File: config.mk
export PLATFORM = sky130hd
export DESIGN_NAME = popcnt_accum
export DESIGN_NICKNAME = d
export VERILOG_FILES = /design/src/rtl/popcnt_accum_pkg.sv /design/src/rtl/popcnt_lane_sum.sv /design/src/rtl/popcnt_accum.sv
export SDC_FILE = /design/constraint.sdc
export NUM_CORES = 1
export LEC_CHECK = 0
export CAP_MARGIN = 20
export CORE_ASPECT_RATIO = 0.7
export CORE_MARGIN = 5
export CORE_UTILIZATION = 40
export DETAILED_ROUTE_END_ITERATION = 12
export PLACE_DENSITY = 0.64
export SETUP_SLACK_MARGIN = 0.02
export SYNTH_ARGS = -nofsm -noshare
export SYNTH_HDL_FRONTEND = slang
export SYNTH_SLANG_ARGS = --single-unit
File: constraint.sdc
create_clock -name clk -period 2.2 [get_ports clk]
set_input_delay 0.44 -clock clk [delete_from_list [all_inputs] [get_ports clk]]
set_output_delay 0.44 -clock clk [all_outputs]
set_load 0.05 [all_outputs]
File: src/rtl/popcnt_accum_pkg.sv
// Shared parameter defaults, lane code width and FSM state type for the popcount accumulator.
// Also hosts the width helper used to size the combinational beat value.
package popcnt_accum_pkg;

    localparam int DEF_LANES  = 4;
    localparam int DEF_ACC_W  = 16;
    localparam int DEF_BEAT_W = 10;
    localparam int CNT_W      = 3;

    typedef enum logic [1:0] {
        IDLE = 2'd0,
        ACC  = 2'd1,
        HOLD = 2'd2
    } state_t;

    // Width that holds LANES lane codes of value up to 7 without truncation.
    function automatic int beat_val_w(input int lanes);
        return $clog2(((1 << CNT_W) - 1) * lanes + 1);
    endfunction

endpackage

File: src/rtl/popcnt_lane_sum.sv
// Adds the weighted 5-to-3 compressor results of all lanes into one beat value.
// Latency: purely combinational. Backpressure: none, no state.
// Lane codes 6 and 7 are summed as-is.
module popcnt_lane_sum
    import popcnt_accum_pkg::*;
#(
    parameter int LANES = DEF_LANES,
    parameter int BV_W  = beat_val_w(LANES)
) (
    input  logic [CNT_W*LANES-1:0] in_cnt,
    output logic [BV_W-1:0]        beat_val
);

    always_comb begin
        beat_val = '0;
        for (int i = 0; i < LANES; i++) begin
            beat_val = beat_val + BV_W'(in_cnt[CNT_W*i +: CNT_W]);
        end
    end

endmodule

File: src/rtl/popcnt_accum.sv
// Accumulates per-beat popcounts over a frame with saturating sum/count and sticky overflow.
// Latency: result valid 1 cycle after the last beat is accepted.
// Backpressure: in_ready drops while a result is held; held until out_ready, no beat taken on consume.
module popcnt_accum
    import popcnt_accum_pkg::*;
#(
    parameter int LANES  = DEF_LANES,
    parameter int ACC_W  = DEF_ACC_W,
    parameter int BEAT_W = DEF_BEAT_W
) (
    input  logic                   clk,
    input  logic                   rst_n,
    input  logic                   in_valid,
    output logic                   in_ready,
    input  logic                   in_last,
    input  logic [CNT_W*LANES-1:0] in_cnt,
    output logic                   out_valid,
    input  logic                   out_ready,
    output logic [ACC_W-1:0]       out_sum,
    output logic [BEAT_W-1:0]      out_beats,
    output logic                   out_ovf
);

    localparam int BV_W  = beat_val_w(LANES);
    localparam int EXT_W = ((BV_W > ACC_W) ? BV_W : ACC_W) + 1;
    localparam logic [ACC_W-1:0]  ACC_MAX  = '1;
    localparam logic [BEAT_W-1:0] BEAT_MAX = '1;

    state_t            state;
    logic [ACC_W-1:0]  acc;
    logic [BEAT_W-1:0] beats;
    logic              ovf;

    logic [BV_W-1:0]   beat_val;
    logic              accept;
    logic [EXT_W-1:0]  sum_ext;
    logic [BEAT_W:0]   cnt_ext;
    logic              sum_sat;
    logic              cnt_sat;
    logic [ACC_W-1:0]  acc_nxt;
    logic [BEAT_W-1:0] beats_nxt;
    logic              ovf_nxt;

    popcnt_lane_sum #(
        .LANES (LANES),
        .BV_W  (BV_W)
    ) u_lane_sum (
        .in_cnt   (in_cnt),
        .beat_val (beat_val)
    );

    assign accept = in_valid && in_ready;

    // A frame's first beat starts from zero regardless of what acc holds.
    always_comb begin
        sum_ext   = '0;
        cnt_ext   = '0;
        sum_sat   = 1'b0;
        cnt_sat   = 1'b0;
        acc_nxt   = '0;
        beats_nxt = '0;
        ovf_nxt   = 1'b0;
        if (state == ACC) begin
            sum_ext = EXT_W'(acc) + EXT_W'(beat_val);
            cnt_ext = {1'b0, beats} + (BEAT_W+1)'(1);
        end else begin
            sum_ext = EXT_W'(beat_val);
            cnt_ext = (BEAT_W+1)'(1);
        end
        sum_sat   = (sum_ext > EXT_W'(ACC_MAX));
        cnt_sat   = cnt_ext[BEAT_W];
        acc_nxt   = sum_sat ? ACC_MAX : sum_ext[ACC_W-1:0];
        beats_nxt = cnt_sat ? BEAT_MAX : cnt_ext[BEAT_W-1:0];
        ovf_nxt   = ((state == ACC) && ovf) || sum_sat || cnt_sat;
    end

    always_ff @(posedge clk or negedge rst_n) begin
        if (!rst_n) begin
            state     <= IDLE;
            acc       <= '0;
            beats     <= '0;
            ovf       <= 1'b0;
            out_valid <= 1'b0;
            in_ready  <= 1'b1;
        end else begin
            case (state)
                IDLE, ACC: begin
                    if (accept) begin
                        acc   <= acc_nxt;
                        beats <= beats_nxt;
                        ovf   <= ovf_nxt;
                        if (in_last) begin
                            state     <= HOLD;
                            out_valid <= 1'b1;
                            in_ready  <= 1'b0;
                        end else begin
                            state <= ACC;
                        end
                    end
                end
                HOLD: begin
                    if (out_ready) begin
                        state     <= IDLE;
                        acc       <= '0;
                        beats     <= '0;
                        ovf       <= 1'b0;
                        out_valid <= 1'b0;
                        in_ready  <= 1'b1;
                    end
                end
                default: begin
                    state     <= IDLE;
                    acc       <= '0;
                    beats     <= '0;
                    ovf       <= 1'b0;
                    out_valid <= 1'b0;
                    in_ready  <= 1'b1;
                end
            endcase
        end
    end

    assign out_sum   = acc;
    assign out_beats = beats;
    assign out_ovf   = ovf;

endmodule

==> results.toml, run 1 <==
[cts]
root_buffer = "clkbuf_8"
tritoncts = "built"
path_clk_slew_ns = 0.07
cts_max_level = 2
clockBufferDepth = 2
clk_latency_ns = 0.30
numCtsBuffers = 5
clock_sinks = 31
cts_hold_buf = 0

[pwr]
p_leak_uw = 0.00155
seqPwrFrac = 0.335
pwr-share-comb = 0.305
vdd_drop_max_mv = 0.243
pwr-share-clk = 0.360
p_int_uw = 1210
power_uw = 1700
powerDensity_nw_per_um2 = 487
power_switching_uw = 492
switching_share = 0.289

[setup_path]
crit_type = "input pin to register"
end_kind = "register"
path_cells = "buf_6 -> ha_4 -> fa_2 -> fa_1 -> ha_2 -> fa_2 -> xor2_4 -> ha_4 -> nand3b_1 -> buf_6 -> a21oi_4 -> buf_6 -> nand4_1 -> mux2i_1"
cp_top_family = "adder cells"
crit_arrival_ns = 3.68
max_stage_delay_ns = 0.56
startpoint_type = "input pin"
crit_fanout = 5
cp_num_buf_inv = 3
reg2reg_slack_ns = 0.08
required_ns = 2.41
cp_common_cell = "buf_6"
critPathSlowestCell = "fa_2"

[cells_and_area]
fill_cells = 468
multiInputGateArea_um2 = 1660
design_area_um2 = 3490
antenna_cells = 0
syn_to_final_growth_pct = 50.3
drive_gt1_frac = 0.273
seqCellArea_um2 = 777
nNetsFinal = 368

[routing]
detail-route-antenna-nets = 0
dr_total_vias = 2344
vias_per_cell = 5.75
drc_errors = 0
drt_first_pass_iters = 5
routed_wl_mm = 7.13
routedWlPerCell_um = 17.5
drt-initial-drc-count = 123

[sta]
fmax_ghz = 0.288
holdWs_ns = 0.526
rsz0062_at_grt = "true"
relSlewSlack = 0.635
worst_pin_slew_ns = 0.544
finalMaxSlewViolations = 0
finalHoldViolCount = 0
period_needed_ns = 3.47
finalCritPeriodShare = 1.58
finClkSkew_ns = 0.00493
setup_viol = 17
setup_ws_ns = -1.27

[logic_synthesis]
syn_area_um2 = 2320
synthTopCellsByArea = "dfrtp_1 (32%), ha_1 (7.0%), fa_1 (5.2%), nand2_1 (4.4%), a21o_1 (3.9%)"
ys_warn_count = 0
avgSynthCellArea_um2 = 9.25
async_flop_share = 1.00
synthCells = 251
yosys.area.top_type = "dfrtp_1"
netlist-cell-type-count = 59
synthFlopType = "dfrtp_1"
seq_area_frac_synth = 0.335
synth-edff-count = 0
yosysTopAreaCellShare = 0.323
syn-num-nets = 287
synth.ff_latch_count = 31

[flow_run]
max-cap-violations = 0

[floorplan]
die_w_um = 101
die_h_um = 73.8
dieArea_um2 = 7450
coreArea_um2 = 5670
pin_count = 46
initial_utilization = 0.410
rows = 23

[global_routing]
grt_pass1_wl_mm = 11.4
grt_max_degree = 32
grt_use_met1 = 0.291
met2_usage = 0.285
grt.overflow.total = 0
antenna_found_initial = 0
grt.busiest_layer = "met1"
met3_usage = 0.0512
grt_pass1_vias = 2204
grt_util_all_layers = 0.197

[status]
failed_checks = "setup timing"
outcome = "complete, but fails checks"

[placed_design]
hpwl_mm = 4.74
io_buffers = 45
place_area_um2 = 3060
place.gp.congestion = 0.825

[hold_path]
hold_class = "register to register"
layout by cell type, fill, tap and decap left out, types with 3 or more instances in the layout:
cell / count
a21oi_1: 6
a41oi_2: 3
a31oi_1: 4
nand3b_1: 3
nor3_1: 3
fa_1: 4
o21ai_1: 7
nand3_1: 12
and2_1: 4
buf_6: 7
a221o_1: 3
clkbuf_8: 6
nand4_1: 4
o21ai_0: 11
o211ai_1: 4
ha_1: 5
inv_1: 16
a21o_1: 12
nand2_1: 27
ha_4: 6
a22o_1: 3
buf_4: 34
clkdlybuf4s50_1: 37
nor2_1: 11
dfrtp_1: 30
and3_1: 5
power groups by stage:
stage	Clock, µW	Sequential (µW)	Combinational [µW]
after floorplan	0	581	212
final	612	570	519
after CTS	619	570	452
after global routing	653	569	565
after detailed placement	0	581	363
after global placement	0	581	351
stage by stage:
step / util / instances / TNS [ns] / setup WS (ns)
2_1_floorplan: - / 251 / -20.57 / -1.36
3_3_place_gp: 0.540 / 387 / -31.12 / -1.93
3_5_place_dp: 0.540 / 387 / -32.09 / -2.02
4_1_cts: 0.588 / 401 / -21.35 / -1.30
5_1_grt: 0.616 / 408 / -22.09 / -1.36
6_report: 0.616 / 408 / -20.51 / -1.27
cell type report:
| cell class | instances | area share |
|---|---|---|
| Inverter | 17 | 0.0183 |
| Multi-Input combinational cell | 193 | 0.476 |
| Timing Repair Buffer | 84 | 0.222 |
| Clock buffer | 6 | 0.0237 |
| Sequential cell | 31 | 0.223 |
| Clock inverter | 2 | 0.0100 |
| Tap cell | 75 | 0.0269 |
synth_stat cells (all sizes together) (5+ instances only):
master	number
o21ai	19
dfrtp	30
a31oi	5
ha	13
fa	6
nand2	29
and3	5
nand3	15
a21o	12
and2	5
buf	7
nor2	11
inv	17
a21oi	9
routing by layer:
metal	vias up	wire length, µm
li1	1108	-
met1	1143	3390
met2	82	3180
met3	11	444
met4	0	106
met5	-	0
worst min-delay path, cell delays in order, from the launching register on:
cell and delay [ns]:
dfstp_2 0.41, nand2_1 0.07, nand2_1 0.05
what timing repair did:
action | CTS | global route
resized for setup | 33 | 17
pin swaps | 19 | 24
endpoints found under the setup margin | 17 | 18
buffers inserted | 6 | 7
sequential cells by signal, summed over array words and instances (netlist names):
register	count
out_beats	10
in_ready	1
out_valid	1
state	2
out_sum	16
out_ovf	1
final timing paths:
path | from | depth (start not counted) | end
max | in_cnt[0] | 14 | out_sum[14]
min | in_ready | 2 | in_ready
max reg2reg | out_sum[0] | 9 | out_sum[14]
min reg2reg | in_ready | 2 | in_ready
max in group asynchronous | rst_n | 2 | in_ready
min in group asynchronous | rst_n | 2 | out_sum[2]
cell families (layout without fill, tap and decap cells):
kind of cell	count (synthesis)	count (layout)	share of synthesized area
and+or+nand+nor	89	89	0.216
AOI/OAI and AO/OA	79	79	0.249
DFF	31	31	0.335
muxes	3	3	0.0135
xor gates and xnor gates	3	3	0.0113
buffers and inverters	27	109	0.0539
adders and majority gates	19	19	0.122
Power figures use the tool's default switching activity.
==> inputs of run 2 (changes only) <==
- HOLD_SLACK_MARGIN: not set -> 0.08
==> results of run 2 <==
Final layout, timing and power as in run 1 (identical DEF).
